**src/rtl/instr_queue_ir.sv**
```systemverilog
// instr_queue_ir: prefetch FIFO of DEPTH instruction words feeding one IR register,
// with the IR fields decoded as registered slices. All state updates on the falling edge of CLK.
// Optional feature: define IRQ_BYPASS_EN to load Din straight into the IR when the queue is
// empty and IRWrite coincides with an accepted push.
module instr_queue_ir #(
    parameter int unsigned IW    = 16,
    parameter int unsigned DEPTH = 2
) (
    input  logic                       CLK,
    input  logic                       Reset,
    input  logic [IW-1:0]              Din,
    input  logic                       DinValid,
    output logic                       DinReady,
    input  logic                       IRWrite,
    input  logic                       Flush,
    output logic                       IRValid,
    output logic [$clog2(DEPTH):0]     Occupancy,
    output logic [3:0]                 Opcode,
    output logic [3:0]                 funct,
    output logic [IW-5:0]              Imm,
    output logic [2:0]                 RegSelect,
    output logic [2:0]                 RegSelect2,
    output logic [3:0]                 Delta,
    output logic                       LocationSelect
);

    localparam int unsigned PW = $clog2(DEPTH);
    localparam int unsigned OW = PW + 1;

    logic [IW-1:0] mem_q [DEPTH];
    logic [PW-1:0] head_q, head_d;
    logic [PW-1:0] tail_q, tail_d;
    logic [OW-1:0] occ_q, occ_d;
    logic [IW-1:0] ir_q, ir_d;
    logic          irvalid_q, irvalid_d;

    logic push;
    logic pop;
    logic bypass;
    logic qwrite;

    // Ready depends on stored occupancy only, never on DinValid.
    assign DinReady = (occ_q != OW'(DEPTH));
    assign push     = DinValid & DinReady;
    assign pop      = IRWrite & (occ_q != '0);

`ifdef IRQ_BYPASS_EN
    assign bypass = IRWrite & push & (occ_q == '0);
`else
    assign bypass = 1'b0;
`endif

    // A bypassed word goes to the IR and never occupies a queue slot.
    assign qwrite = push & ~bypass;

    // Next-state for pointers, occupancy and IR; Flush overrides push/pop but keeps IR fields.
    always_comb begin
        head_d    = head_q;
        tail_d    = tail_q;
        occ_d     = occ_q;
        ir_d      = ir_q;
        irvalid_d = irvalid_q;

        if (qwrite) tail_d = tail_q + PW'(1);
        if (pop)    head_d = head_q + PW'(1);

        case ({qwrite, pop})
            2'b10:   occ_d = occ_q + OW'(1);
            2'b01:   occ_d = occ_q - OW'(1);
            default: occ_d = occ_q;
        endcase

        if (IRWrite) begin
            if (bypass) begin
                ir_d      = Din;
                irvalid_d = 1'b1;
            end else if (pop) begin
                ir_d      = mem_q[head_q];
                irvalid_d = 1'b1;
            end else begin
                irvalid_d = 1'b0;  // bubble: fields hold, IR marked dead
            end
        end

        if (Flush) begin
            head_d    = '0;
            tail_d    = '0;
            occ_d     = '0;
            ir_d      = ir_q;
            irvalid_d = 1'b0;
        end
    end

    // Queue storage; written only on an accepted, non-bypassed push.
    always_ff @(negedge CLK) begin
        if (!Reset && !Flush && qwrite) begin
            mem_q[tail_q] <= Din;
        end
    end

    // Control and IR state with synchronous reset.
    always_ff @(negedge CLK) begin
        if (Reset) begin
            head_q    <= '0;
            tail_q    <= '0;
            occ_q     <= '0;
            ir_q      <= '0;
            irvalid_q <= 1'b0;
        end else begin
            head_q    <= head_d;
            tail_q    <= tail_d;
            occ_q     <= occ_d;
            ir_q      <= ir_d;
            irvalid_q <= irvalid_d;
        end
    end

    assign IRValid        = irvalid_q;
    assign Occupancy      = occ_q;
    assign Opcode         = ir_q[IW-1:IW-4];
    assign funct          = ir_q[IW-5:IW-8];
    assign Imm            = ir_q[IW-5:0];
    assign RegSelect      = ir_q[7:5];
    assign RegSelect2     = ir_q[3:1];
    assign Delta          = ir_q[4:1];
    assign LocationSelect = ir_q[0];

endmodule

```
**config.mk**
```make
export PLATFORM = sky130hd
export DESIGN_NAME = instr_queue_ir
export DESIGN_NICKNAME = d
export VERILOG_FILES = /design/src/rtl/instr_queue_ir.sv
export SDC_FILE = /design/constraint.sdc
export NUM_CORES = 1
export LEC_CHECK = 0
export CORE_MARGIN = 4
export CORE_UTILIZATION = 43
export CTS_CLUSTER_SIZE = 16
export DETAILED_ROUTE_END_ITERATION = 8
export GPL_TIMING_DRIVEN = 0
export PLACE_DENSITY = 0.75
export REMOVE_ABC_BUFFERS = 1
export SETUP_SLACK_MARGIN = 0.1
export SLEW_MARGIN = 20
export SYNTH_ARGS = -nofsm -noshare
export SYNTH_HDL_FRONTEND = slang
export SYNTH_SLANG_ARGS = --single-unit
export TNS_END_PERCENT = 10
```
**constraint.sdc**
```tcl
create_clock -name CLK -period 2.55 [get_ports CLK]
set_input_delay 0.51 -clock CLK [delete_from_list [all_inputs] [get_ports CLK]]
set_output_delay 0.51 -clock CLK [all_outputs]
set_load 0.005 [all_outputs]
```
# --- Word level (Yosys, flattened, before mapping) ---
# Memory sizes are Yosys's and may differ from the RTL's. A register that Yosys moved wholly into a read port is not among the register bits.
# Index checks and enable logic that the tools add are counted.
totals:
  n_memories: 1
  output_inout_bits: 35
  wordCells: 27
  ramBits: 32
  ff_bits: 5
mem_list:
  columns: ["memory", "depth", "word_bits", "read_ports", "rd_clocked_by_memory_dff", "wr", "line_no", "rtl"]
  rows:
  - ["mem_q", 2, 16, 1, 1, 1, "30", "logic [IW-1:0] mem_q [DEPTH];"]
classes:
  muxes: 4
  n_bitwise: 3
  n_eq_ne: 3
  add_sub_neg: 4
  n_reduce_logical: 8
ops:
  columns: ["op", "count"]
  rows:
  - ["2-bit one-hot mux with 2 select lines", 1]
  - ["2-bit nonzero test", 2]
  - ["1-bit 2-to-1 mux", 3]
  - ["3-bit AND reduction", 1]
  - ["1-bit adder (second input constant)", 2]
  - ["2-bit by 1-bit adder with 2-bit output (second input constant)", 1]
  - ["1-bit AND", 2]
  - ["2-bit by 1-bit == test with 1-bit output (second input constant)", 1]
  - ["2-bit == test (second input constant)", 1]
  - ["1-bit logical AND", 2]
  - ["1-bit logical NOT", 2]
  - ["2-bit != test (second input constant)", 1]
  - ["2-bit OR reduction", 1]
  - ["2-bit by 1-bit subtractor with 2-bit output (second input constant)", 1]
  - ["1-bit inverter", 1]

# --- Depth between registers and ports, before layout ---
# Gate-level depths: netlist (run 1).
logic_depth:
  word_depth: 5
  ltp_mapped: 7
  ltp_nobuf: 6

==> results of run 1 <==
cell families after synthesis:
| family | synth area share [%] |
|---|---|
| AO/OA/AOI/OAI | 9.29 |
| AND/OR/NAND/NOR | 7.16 |
| adder cells (fa/ha/maj) | 0.592 |
| XOR/XNOR | 1.24 |
| buffers and inverters | 8.82 |
| flip-flops | 65.3 |
| multiplexers | 7.57 |
through the flow:
step	setup slack (ns)	hold slack [ns]	setup TNS (ns)	std cells	util [%]
2_1_floorplan	-1.17	0.460	-38.33	140	-
3_3_place_gp	-2.94	0.459	-115.77	262	54.1
3_5_place_dp	-1.91	0.462	-80.14	264	54.8
4_1_cts	-0.211	0.459	-1.91	336	62.3
5_1_grt	-0.242	0.485	-2.86	336	62.7
6_report	-0.203	0.463	-1.43	336	62.7
registers in the layout (all words and copies together) (netlist names):
name and cells:
mem_q 32, ir_q 16, Occupancy 2, IRValid 1, head_q 1, tail_q 1
area by class of cell:
type                       count  share of cell area [%]
inverter                       2                   0.252
clock buffer                   5                    2.31
sequential                    53                    47.3
tap                           67                    2.81
clock inverter                55                    6.97
timing repair buffer          69                    19.4
multi-input combinational     85                    20.9
final timing paths:
kind / startpoint / end / cells after the start
setup / recovery: Occupancy[1] / DinReady / 3
hold / removal: ir_q[12] / ir_q[12] / 2
setup reg to reg: head_q / ir_q[5] / 3
hold reg to reg: ir_q[12] / ir_q[12] / 2
per-layer routing:
layer | part of all wire, % | vias up
met2 | 56 | 47
li1 | - | 788
met1 | 37 | 727
met3 | 5.7 | 10
met4 | 2.0 | 0
met5 | 0 | -
synth_stat cells, drive strengths merged:
cell | n | area, um2
or2 | 1 | 6.26
a21o | 1 | 7.51
xnor2 | 2 | 17.5
buf | 18 | 144
nand3 | 1 | 5.00
or3 | 17 | 106
nand2 | 1 | 3.75
ha | 1 | 12.5
dfxtp | 21 | 420
nor2 | 2 | 7.51
a21oi | 19 | 95.1
edfxtp | 32 | 961
mux2i | 16 | 160
xor2 | 1 | 8.76
clkbuf | 8 | 31.3
inv | 3 | 11.3
nor3 | 2 | 10.0
nand2b | 2 | 12.5
o21ai | 18 | 93.8
where the power goes:
group          switching (uW)  internal, uW
Combinational            65.6          83.1
Sequential               10.9           933
Clock                     463           291
worst min-delay path: stages, from the launching register on:
cell and delay, ns:
dfxtp_2 0.30, o21ai_0 0.06, a21oi_1 0.06
what timing repair did:
item,in CTS,in global routing
setup endpoints to repair,88,75
gates cloned,2,0
hold buffers,0,0
resized for setup,202,6
hold endpoints to repair,0,0
pin swaps,3,2
buffers inserted,11,0
==> results.cfg, run 1 <==
[place]
globalplace.congestion = 0.690
hpwl_mm = 2.47
numPortBuffers = 55
placedInstanceArea_mm2 = 0.00261

[clock_network]
htreeDepth = 2
clockBufferDepth = 2
cts_buffers = 5
clk_pin_slew_worst_paths_ns = 0.03
clock-root-buffer = clkbuf_8
cts_tree = built
worst_skew_pair.late_latency_ns = 0.37
clock_sinks = 53

[cells_and_area]
area_growth_syn_to_layout_pct = 40.9
diodes = 0
multiInputGateArea_um2 = 623
seqCellArea_mm2 = 0.00141
layout_commonest_cell = inv_1
fin_area_mm2 = 0.00298
layout-drive-gt1-share_pct = 33.1
fin_nets = 291
fillerInstances = 393
mostFrequentLayoutCells = inv_1, edfxtp_1, buf_2

[power_and_ir_drop]
power_uw = 1850
ir_drop_mv = 0.421
cellLeakagePower_uw = 0.00130
p_per_area_mw_per_mm2 = 619

[timing]
finalSetupViolations = 35
fin_skew_ns = 0.0172
relSlewSlack_pct = 32.2
slew_violations = 0
tightest_slew_ns = 1.02
hold_viol = 0
setup_slack_ns = -0.203
rsz0062_at_grt = yes

[routing]
routedWlPerCell_um = 13.7
drt_iter0_markers = 64
drcViolationCount = 0
via_per_inst = 4.68
finalWirelength_mm = 4.60
first_pass_iters = 4
num_vias = 1572
postRouteAntennaNets = 0

[critical_path]
end_kind = output pin
crit_family = flip-flops
crit_type = reg2out
critical_path_buf_inv_count = 2
cp.arrival_ns = 2.24
critPathSlowestCell = dfxtp_4
worstPathCellList = buf_6 -> nand2b_4 -> buf_6
critPathRequiredTime_ns = 2.04
ff2ff_setup_slack_ns = 0.83
path_common_cell = buf_6
worstSetupStartpointType = register
path_max_fanout = 2
slowest_delay_ns = 0.34

[yosys]
synth_cell_types = 24
syn_area_mm2 = 0.00211
ys_warn_count = 0
syn_area_per_cell_um2 = 12.7
ys_seq_elements = 53
seq_area_frac_synth_pct = 65.3
synthCells = 166

[global_routing]
grt_pass1_vias = 1672
grt.busiest_layer = met2
met3_usage_pct = 6.65
overflow = 0
met1_usage_pct = 14.0
track_usage_pct = 15.8
antenna_found_initial = 0
grt_pass1_wl_mm = 7.25
grt_max_degree = 18
grt_util_met2_pct = 28.0

[min_path]
hold_path.class = reg2reg

[outcome]
violations = setup timing
outcome = finished, violations left

[flow_run]
maxCapViolations = 0

[floorplanning]
start_util_pct = 44.5
coreArea_mm2 = 0.00475
die_w_um = 78.1
dieHeight_um = 78.1
dieArea_mm2 = 0.00610
ios = 56
rows = 25
Power figures use the tool's default switching activity.
==> run 2: changes to the inputs <==
--- a/config.mk
+++ b/config.mk
@@ -17,4 +17,4 @@
 export SYNTH_ARGS = -nofsm -noshare
 export SYNTH_HDL_FRONTEND = slang
 export SYNTH_SLANG_ARGS = --single-unit
-export TNS_END_PERCENT = 10
+export TNS_END_PERCENT = 100
==> run 2 against run 1 <==
The flow still finishes with violations (setup timing). Via count is 2.5% higher. Sequential share of layout area is 1.5 points lower. Routed wire length up 3.1%. Clock power barely moved. Critical endpoint unchanged. Largest cell class unchanged. Highest routed layer unchanged.
==> results.cfg, run 2 (synthesis results as in run 1) <==
[critical_path]
critical_path_buf_inv_count = 2
path_max_fanout = 2
worstPathCellList = buf_6 -> nand2b_4 -> buf_6
critPathRequiredTime_ns = 2.04
ff2ff_setup_slack_ns = 0.83
path_common_cell = buf_6
critPathSlowestCell = dfxtp_4
r2r-end = ir_q[5]
end_kind = output pin
cp.arrival_ns = 2.24
worstSetupStartpointType = register
crit_type = reg2out
crit_family = flip-flops
slowest_delay_ns = 0.33
reg2regPathDepth = 3
r2r_start = head_q

[clock_network]
cts_buffers = 5
worst_skew_pair.late_latency_ns = 0.37
clockBufferDepth = 2
htreeDepth = 2
clock-root-buffer = clkbuf_8
cts_tree = built
clk_pin_slew_worst_paths_ns = 0.03
clock_sinks = 53

[outcome]
outcome = finished, violations left
violations = setup timing

[routing]
routedWlPerCell_um = 13.9
num_vias = 1611
drt_iter0_markers = 61
drcViolationCount = 0
finalWirelength_mm = 4.74
postRouteAntennaNets = 0
via_per_inst = 4.72
first_pass_iters = 4

[min_path]
hold_path.startpoint = ir_q[12]
min_to = ir_q[12]
hold_depth = 2
hold_path.class = reg2reg

[cells_and_area]
fin_nets = 296
layout-drive-gt1-share_pct = 33.9
mostFrequentLayoutCells = inv_1, edfxtp_1, buf_2
diodes = 0
fin_cells = 341
largest_reg_flops = 32
fin_area_mm2 = 0.00308
top_register = mem_q
layout_commonest_cell = inv_1
fillerInstances = 381
area_growth_syn_to_layout_pct = 45.6

[timing]
hold_viol = 0
rsz0062_at_grt = yes
setup_slack_ns = -0.197
fin_skew_ns = 0.0165
tightest_slew_ns = 1.02
slew_violations = 0
finalSetupViolations = 35
relSlewSlack_pct = 31.7

[floorplanning]
dieHeight_um = 78.1
dieArea_mm2 = 0.00610
ios = 56
coreArea_mm2 = 0.00475
start_util_pct = 44.5
die_w_um = 78.1
rows = 25

[power_and_ir_drop]
power_uw = 1860
pwr-share-seq_pct = 50.9
p_sw_uw = 540
ir_drop_mv = 0.463
p_clk_share_pct = 40.6
combPwrFrac_pct = 8.5
power_report.internal_total_uw = 1310
p_per_area_mw_per_mm2 = 603
cellLeakagePower_uw = 0.00134
sw_frac_of_total_pct = 29.1

[global_routing]
antenna_found_initial = 0
grt_pass1_vias = 1711
grt_max_degree = 18
overflow = 0
grt_pass1_wl_mm = 7.33
track_usage_pct = 15.8

[flow_run]
maxCapViolations = 0

[place]
numPortBuffers = 55
placedInstanceArea_mm2 = 0.00261
dp_cells = 264
globalplace.congestion = 0.690
hpwl_mm = 2.47
run 2: cell types whose count changed in the layout (fill, tap and decap cells not counted), sizes merged:
| cell | change |
|---|---|
| buf | +5 |
run 2: how the worst max path moves through the flow:
stage | startpoint | to | depth (start not counted)
after global routing | Occupancy[0] | DinReady | 2
after CTS | Occupancy[0] | DinReady | 2
after floorplan | Reset | mem_q[0][0] | 2
after global placement | Flush | mem_q[1][11] | 3
after detailed placement | Flush | mem_q[0][2] | 4
final | Occupancy[1] | DinReady | 3
run 2: through the flow:
stage | hold WS (ns) | util, % | setup TNS, ns | setup slack (ns)
after CTS | 0.459 | 63.1 | -1.97 | -0.211
after detailed placement | 0.462 | 54.8 | -80.14 | -1.91
after global routing | 0.485 | 64.7 | -2.90 | -0.234
final | 0.462 | 64.7 | -1.52 | -0.197
after global placement | 0.459 | 54.1 | -115.77 | -2.94
after floorplan | 0.460 | - | -38.33 | -1.17
run 2: repair_timing:
item | CTS | global route
cloned | 2 | 0
pin swaps | 6 | 3
setup buffers | 14 | 2
resized for setup | 208 | 11
setup endpoints to repair | 88 | 68
hold buffers | 0 | 0
run 2: area by class of cell:
class                   instances  area (um2)  share of cell area (%)
flip-flops and latches         53        1410                    45.8
repair buffers                 74         677                    22.0
multi-input cells              85         623                    20.2
clock inverters                55         208                    6.75
well taps                      67        83.8                    2.72
clock buffers                   5        68.8                    2.24
inverters                       2        7.51                   0.244
run 2: tightest hold or removal path, delay by kind of cell (launching register included):
kind	cells	cell delay (ns)
AO/OA/AOI/OAI	2	0.12
flip-flops	1	0.30
run 2: metal layers:
layer	part of all wire, %	vias to the layer above	track usage (%)
met2	58	45	28.7
met4	1.1	0	10.5
li1	-	803	-
met5	0	-	0
met1	36	757	13.8
met3	5.5	6	6.88
run 2: power groups by stage:
stage	Combinational (uW)	Sequential, uW	Clock (uW)
after floorplan	36.4	957	127
after global placement	112	957	127
after detailed placement	118	957	127
after CTS	152	943	785
after global routing	169	943	892
final	158	944	753
